==> src/rtl/uart_alu_sequencer.sv <==
// Pops a 3-byte frame (operand A, operand B, opcode) from the UART RX FIFO into
// registers that drive the ALU, then pushes the captured ALU result to the TX FIFO.
// Latency: 5 cycles per frame minimum (3 pops, 1 ALU settle cycle, 1 push cycle).
// Backpressure: RX pops only while the RX FIFO is non-empty. The sequencer holds in
// SEND while the TX FIFO is full. A partial frame is dropped after TIMEOUT_CYCLES
// idle cycles.
//
// Ports:
//   i_clk, i_reset_n          clock (rising edge), async active-low reset
//   i_rx_empty, i_rx_data     RX FIFO status and read data (data valid with o_rx_rd_en)
//   o_rx_rd_en                RX FIFO pop request (combinational)
//   o_alu_a/b/op              registered ALU operands and opcode
//   i_alu_result              combinational ALU result
//   i_tx_full                 TX FIFO full flag
//   o_tx_wr_en, o_tx_data     TX FIFO push pulse (combinational) and registered result byte
//   o_busy                    high whenever the sequencer is not waiting for operand A
//   o_timeout                 one-cycle pulse when a partial frame is discarded
//   o_frame_count             completed frames, wraps at 255
module uart_alu_sequencer #(
  parameter int DATA_WIDTH     = 8,
  parameter int OP_WIDTH       = 6,
  parameter int TIMEOUT_CYCLES = 1000
) (
  input  logic                  i_clk,
  input  logic                  i_reset_n,
  input  logic                  i_rx_empty,
  input  logic [DATA_WIDTH-1:0] i_rx_data,
  output logic                  o_rx_rd_en,
  output logic [DATA_WIDTH-1:0] o_alu_a,
  output logic [DATA_WIDTH-1:0] o_alu_b,
  output logic [OP_WIDTH-1:0]   o_alu_op,
  input  logic [DATA_WIDTH-1:0] i_alu_result,
  input  logic                  i_tx_full,
  output logic                  o_tx_wr_en,
  output logic [DATA_WIDTH-1:0] o_tx_data,
  output logic                  o_busy,
  output logic                  o_timeout,
  output logic [7:0]            o_frame_count
);

  typedef enum logic [2:0] {
    S_GET_A  = 3'd0,
    S_GET_B  = 3'd1,
    S_GET_OP = 3'd2,
    S_EXEC   = 3'd3,
    S_SEND   = 3'd4
  } state_t;

  // The counter only ever needs to hold TIMEOUT_CYCLES-1: the timeout fires on the
  // idle edge where it already holds that value, which is the TIMEOUT_CYCLES-th idle
  // cycle.
  localparam int CW = (TIMEOUT_CYCLES > 1) ? $clog2(TIMEOUT_CYCLES) : 1;
  localparam logic [CW-1:0] TO_LAST = CW'((TIMEOUT_CYCLES > 0) ? TIMEOUT_CYCLES - 1 : 0);
  localparam bit TO_EN = (TIMEOUT_CYCLES > 0);

  state_t                r_state;
  logic [CW-1:0]         r_to_cnt;
  logic [DATA_WIDTH-1:0] r_alu_a;
  logic [DATA_WIDTH-1:0] r_alu_b;
  logic [OP_WIDTH-1:0]   r_alu_op;
  logic [DATA_WIDTH-1:0] r_tx_data;
  logic                  r_timeout;
  logic [7:0]            r_frame_count;

  logic w_collect;
  logic w_rx_pop;
  logic w_mid_frame_idle;
  logic w_to_fire;

  assign w_collect        = (r_state == S_GET_A) || (r_state == S_GET_B) || (r_state == S_GET_OP);
  assign w_rx_pop         = w_collect && !i_rx_empty;
  // Only a frame that has already started can time out; GET_A waits forever.
  assign w_mid_frame_idle = ((r_state == S_GET_B) || (r_state == S_GET_OP)) && i_rx_empty;
  // The pop has priority: w_mid_frame_idle is false whenever a byte is available.
  assign w_to_fire        = TO_EN && w_mid_frame_idle && (r_to_cnt == TO_LAST);

  always_ff @(posedge i_clk or negedge i_reset_n) begin
    if (!i_reset_n) begin
      r_state       <= S_GET_A;
      r_to_cnt      <= '0;
      r_alu_a       <= '0;
      r_alu_b       <= '0;
      r_alu_op      <= '0;
      r_tx_data     <= '0;
      r_timeout     <= 1'b0;
      r_frame_count <= 8'd0;
    end else begin
      r_timeout <= 1'b0;
      case (r_state)
        S_GET_A: begin
          r_to_cnt <= '0;
          if (w_rx_pop) begin
            r_alu_a <= i_rx_data;
            r_state <= S_GET_B;
          end
        end
        S_GET_B, S_GET_OP: begin
          if (w_rx_pop) begin
            r_to_cnt <= '0;
            if (r_state == S_GET_B) begin
              r_alu_b <= i_rx_data;
              r_state <= S_GET_OP;
            end else begin
              r_alu_op <= i_rx_data[OP_WIDTH-1:0];
              r_state  <= S_EXEC;
            end
          end else if (w_to_fire) begin
            // Partial operands are left as they are; the next frame overwrites them.
            r_to_cnt  <= '0;
            r_timeout <= 1'b1;
            r_state   <= S_GET_A;
          end else if (TO_EN) begin
            r_to_cnt <= r_to_cnt + 1'b1;
          end
        end
        S_EXEC: begin
          // The ALU has had this whole cycle to settle on the registered operands.
          r_to_cnt  <= '0;
          r_tx_data <= i_alu_result;
          r_state   <= S_SEND;
        end
        S_SEND: begin
          r_to_cnt <= '0;
          if (!i_tx_full) begin
            r_frame_count <= r_frame_count + 8'd1;
            r_state       <= S_GET_A;
          end
        end
        default: begin
          r_to_cnt <= '0;
          r_state  <= S_GET_A;
        end
      endcase
    end
  end

  assign o_rx_rd_en    = w_rx_pop;
  assign o_tx_wr_en    = (r_state == S_SEND) && !i_tx_full;
  assign o_busy        = (r_state != S_GET_A);
  assign o_alu_a       = r_alu_a;
  assign o_alu_b       = r_alu_b;
  assign o_alu_op      = r_alu_op;
  assign o_tx_data     = r_tx_data;
  assign o_timeout     = r_timeout;
  assign o_frame_count = r_frame_count;

endmodule
==> config.mk <==
export PLATFORM = sky130hd
export DESIGN_NAME = uart_alu_sequencer
export DESIGN_NICKNAME = d
export VERILOG_FILES = /design/src/rtl/uart_alu_sequencer.sv
export SDC_FILE = /design/constraint.sdc
export NUM_CORES = 1
export LEC_CHECK = 0
export ABC_AREA = 0
export BUFFER_PORTS_ARGS = -buffer_cell sky130_fd_sc_hd__buf_2
export CORE_MARGIN = 10
export CORE_UTILIZATION = 25
export DETAILED_ROUTE_END_ITERATION = 6
export GPL_ROUTABILITY_DRIVEN = 0
export SYNTH_ARGS = -nofsm -noshare
export SYNTH_HDL_FRONTEND = slang
export SYNTH_SLANG_ARGS = --single-unit
==> constraint.sdc <==
create_clock -name i_clk -period 3.1 [get_ports i_clk]
set_input_delay 0.465 -clock i_clk [delete_from_list [all_inputs] [get_ports i_clk]]
set_output_delay 0.465 -clock i_clk [all_outputs]
set_load 0.02 [all_outputs]
### Yosys cells after proc, flatten, opt, wreduce, memory -nomap -nowiden

Cells that the tools add are included.

| operators by class | value |
|---|---|
| bitwise gates (word level) | 2 |
| equal/unequal tests | 8 |
| reductions and logical operators | 17 |
| add/subtract/negate cells | 2 |
| muxes and demuxes | 12 |

Operators by type and width:

| operator | number |
|---|---|
| 2-to-1 mux 10 bit | 3 |
| 2-to-1 mux 3 bit | 4 |
| one-hot mux 3 bit (4 select lines) | 1 |
| adder 10 x 1 -> 10 bit, second input constant | 1 |
| equality test 10 bit, second input constant | 1 |
| AND reduction 3 bit | 3 |
| adder 8 x 1 -> 8 bit, second input constant | 1 |
| equality test 3 x 2 -> 1 bit, second input constant | 2 |
| logical AND 1 bit | 4 |
| 2-to-1 mux 1 bit | 4 |
| inequality test 2 bit, second input constant | 2 |
| AND reduction 2 bit | 2 |
| equality test 3 x 1 -> 1 bit, second input constant | 1 |
| equality test 3 bit, second input constant | 1 |
| logical NOT 3 bit | 1 |
| logical OR 1 bit | 3 |
| inequality test 3 bit, second input constant | 1 |
| nonzero test 3 bit | 1 |
| logical NOT 1 bit | 2 |
| NOT 1 bit | 2 |
| OR reduction 2 bit | 1 |

| storage, ports and cells | value |
|---|---|
| flip-flop bits (word level) | 52 |
| output and inout bits | 42 |
| logic and storage cells | 49 |
| input bits | 20 |

### Logic depth before layout (Yosys ltp)

| depth | value |
|---|---|
| depth after elaboration | 7 |
| mapped depth | 5 |
| gate-level depth less buffers | 5 |

### Least setup slack after synthesis

OpenSTA, ideal clock, no wires.

| path | value |
|---|---|
| path kind | input port to output port |
| start | in i_rx_empty |
| end | out o_rx_rd_en |
| arrival | 1.223 ns |
| path slack | 1.412 ns |
| required time | 2.635 ns |
| path buffers | 1 |
| stages | 2 |
| cells stage by stage | buf_2 a211oi_1 |

| between the ends | value |
|---|---|
| cells in the longest elaborated chain, start to end | 2 |

Ends and longest elaborated chain:

| item | line | RTL |
|---|---|---|
| start: declaration | 26 | `input logic i_rx_empty,` |
| logical NOT 1 bit | 71 | `assign w_rx_pop = w_collect && !i_rx_empty;` |
| logical AND 1 bit | 71 |  |
| end: declaration | 28 | `output logic o_rx_rd_en,` |

No other way between the ends.

### Worst setup path in the final report

| path | value |
|---|---|
| start | reg r_state[2] |
| end | out o_tx_wr_en |

| between the ends | value |
|---|---|
| cells in the longest elaborated chain, start to end | 2 |

Ends and longest elaborated chain:

| item | line | RTL |
|---|---|---|
| start: declaration | 56 | `state_t r_state;` |
| start signal: assignment | 79 | `r_state <= S_GET_A;` |
| start signal: assignment | 94 | `r_state <= S_GET_B;` |
| start signal: assignment | 102 | `r_state <= S_GET_OP;` |
| equality test 3 bit | 138 | `assign o_tx_wr_en = (r_state == S_SEND) && !i_tx_full;` |
| logical AND 1 bit | 138 |  |
| end: declaration | 34 | `output logic o_tx_wr_en,` |

No other way between the ends.

==> impl_metrics.py <==
metrics = {
    "power": {
        "vdd_drop_max_mv": 0.414,
        "power.density_nw_per_um2": 953,
        "leakage_nw": 1.25,
    },
    "final_layout": {
        "fill_cells": 886,
        "areaGrowthSynthToFinish_pct": 22.8,
        "drive_gt1_frac": 0.476,
        "final_nets": 252,
        "multi_input_area_um2": 901,
        "antenna_cells": 0,
        "regArea_um2": 1300,
        "final_core_util": 0.316,
    },
    "floorplan": {
        "num_io_pins": 62,
        "dieHeight_um": 115,
        "fp-row-count": 34,
        "die_area_um2": 13200,
        "core_area_um2": 8720,
        "initial_core_util": 0.258,
        "die_w_um": 115,
    },
    "clocking": {
        "holdBufCountCts": 0,
        "cts.clk_slew.worst_paths_ps": 110,
        "root_buffer": "clkbuf_8",
        "numCtsBuffers": 5,
        "cts-resized-gates": 0,
        "postCtsSetupRepairBufs": 0,
        "clock_tree.buffer_depth": 2,
        "cts_tree": "yes",
        "clk_latency_ps": 310,
        "cts_max_level": 2,
        "clock-sinks": 52,
    },
    "grt": {
        "grt_max_degree": 53,
        "antenna_found_initial": 0,
        "overflow": 0,
        "grt.total_usage": 0.0777,
        "grt_pass1_vias": 1580,
        "grt_pass1_wl_um": 8290,
    },
    "yosys": {
        "synthesis.area_um2": 2250,
        "synth_cell_types": 30,
        "synth_top_area_share": 0.579,
        "avgSynthCellArea_um2": 13.6,
        "ys_seq_elements": 52,
        "synth_edf_count": 0,
        "synth_cells": 165,
        "ys_seq_area_frac": 0.579,
        "yosysTopAreaCell": "dfrtp_1",
        "synthTopCellsByArea": "dfrtp_1 (58%), mux2_2 (16%), xnor2_1 (3.5%)",
        "async_flop_share": 1.00,
        "syn-num-nets": 187,
        "ys_warn_count": 0,
        "synth_top_flop_cell": "dfrtp_1",
    },
    "routing": {
        "viasPerCell": 4.32,
        "drt_wl_total_um": 4960,
        "drc_errors": 0,
        "wire_per_inst_um": 14.6,
        "ant_nets": 0,
        "vias": 1463,
        "drt_first_pass_iters": 4,
        "drtIter0Drc": 20,
    },
    "sta": {
        "max_freq_ghz": 0.454,
        "setup_viol_count_final": 0,
        "rsz0062_at_grt": "false",
        "max_slew_margin": 0.555,
        "fin_crit_ps": 2200,
        "skew_ps": 8.38,
        "min_period_over_period": 0.710,
        "hold_viol_final": 0,
        "worst_pin_slew_ps": 668,
        "final.setup.tns_ps": 0,
        "slew_viol_final": 0,
        "fin_hold_ws_ps": 271,
    },
    "worst_setup_path": {
        "cp_cell_sequence": "nor4b_4, buf_2",
        "startpoint": "r_state[2]$_DFFE_PN0P_",
        "cp_max_fo": 12,
        "path_delay_family": "flip-flops",
        "worst_ep_arrival_time_ps": 1740,
        "critPathBufInv": 1,
        "startpoint_type": "flop",
        "r2r_start": "r_state[0]$_DFFE_PN0P_",
        "ff2ff_setup_slack_ps": 1280,
        "critPathMaxStageDelay_ps": 660,
        "required_ps": 2630,
        "slowest_stage": "dfrtp_1",
        "worstSetupPathType": "flop to output pin",
        "cp-end-kind": "output pin",
    },
    "run": {
        "drv_cap": 0,
    },
    "placement": {
        "io_buffers": 61,
        "dp_hpwl_um": 3710,
    },
    "worst_hold_path": {
        "holdCritPathClass": "input port to asynchronous set/reset pin",
    },
    "status": {
        "status": "finished clean",
    },
}
power by group:
group	internal (W)	switching (W)	leakage, nW
sequential	0.000923	0.000206	0.653
combinational	0.000477	0.000610	0.553
clock	0.000166	0.000246	0.0463
total	0.00157	0.00106	1.25
worst reg2reg max path: stages, from the launching register on:
cell and delay, ps:
dfrtp_1 740, nor4b_4 590, mux2_2 410
routing by layer:
| layer | part of all wire | vias up | track usage |
|---|---|---|---|
| met4 | 0.0079 | 0 | 0.0223 |
| met3 | 0.071 | 4 | 0.0349 |
| li1 | - | 716 | - |
| met2 | 0.52 | 31 | 0.129 |
| met1 | 0.40 | 712 | 0.0885 |
| met5 | 0 | - | 0 |
cells in the mapped netlist (2+ instances only):
cell,count
a21oi_1,6
nand2_1,7
or3_1,2
nor4b_4,3
nor2_1,12
xor2_1,3
nand3b_2,2
o21ai_0,2
mux2_2,31
buf_2,2
and3_1,4
ha_1,2
nand4_1,4
nor3_1,3
inv_1,3
xnor2_1,9
nand3_1,5
buf_6,2
dfrtp_1,52
final cells by class:
type	instances	share of cell area
multi-input combinational	106	0.327
tap	108	0.0490
clock inverter	3	0.00998
clock buffer	5	0.0250
timing repair buffer	62	0.113
inverter	3	0.00408
sequential	52	0.472
cells in the final DEF (no fill, tap or decap), types with 2 or more instances in the layout:
master | synthesis | final
nor2_1 | 12 | 12
dfrtp_1 | 52 | 52
nand2_1 | 7 | 7
xor2_1 | 3 | 3
clkbuf_8 | 0 | 5
or3_1 | 2 | 2
and3_1 | 4 | 4
nor3_1 | 3 | 3
nor4b_4 | 3 | 3
xnor2_1 | 9 | 9
nand4_1 | 4 | 4
nand3b_2 | 2 | 2
ha_1 | 2 | 2
mux2_2 | 31 | 31
buf_2 | 2 | 61
o21ai_0 | 2 | 2
nand3_1 | 5 | 5
a21oi_1 | 6 | 6
inv_1 | 3 | 3
per-stage QoR:
| stage | instances | setup slack (ps) | instance area (um2) | power [W] |
|---|---|---|---|---|
| after detailed placement | 331 | 1200 | 2660 | 0.00227 |
| after CTS | 339 | 845 | 2760 | 0.00269 |
| after global placement | 331 | 1220 | 2660 | 0.00224 |
| after global routing | 339 | 749 | 2760 | 0.00281 |
| final | 339 | 900 | 2760 | 0.00263 |
| after floorplan | 165 | 1410 | 2250 | 0.00189 |
flip-flops by register name (all words and copies together) (netlist names):
| register | flops |
|---|---|
| o_alu_a | 8 |
| o_alu_b | 8 |
| o_alu_op | 6 |
| o_frame_count | 8 |
| o_timeout | 1 |
| o_tx_data | 8 |
| r_state | 3 |
| r_to_cnt | 10 |
final timing paths:
path / depth (start not counted) / end
min in group i_clk: 2 / o_tx_data[0]$_DFFE_PN0P_
worst min register to register: 1 / o_frame_count[7]$_DFFE_PN0P_
worst max-delay path: 2 / o_tx_wr_en
max in group asynchronous: 2 / r_to_cnt[4]$_DFF_PN0_
worst min-delay path: 2 / o_alu_a[3]$_DFFE_PN0P_
worst max register to register: 2 / o_alu_b[7]$_DFFE_PN0P_
logic make-up (layout without fill, tap and decap cells):
logic type	after synthesis	count (layout)	synth area share
AOI/OAI and AO/OA	13	13	0.0373
DFF	52	52	0.579
xor gates and xnor gates	13	13	0.0540
adders and majority gates	3	3	0.0156
and+or+nand+nor	46	46	0.139
muxes	31	31	0.155
buffers and inverters	7	73	0.0195
(Power assumes the default switching activity.)
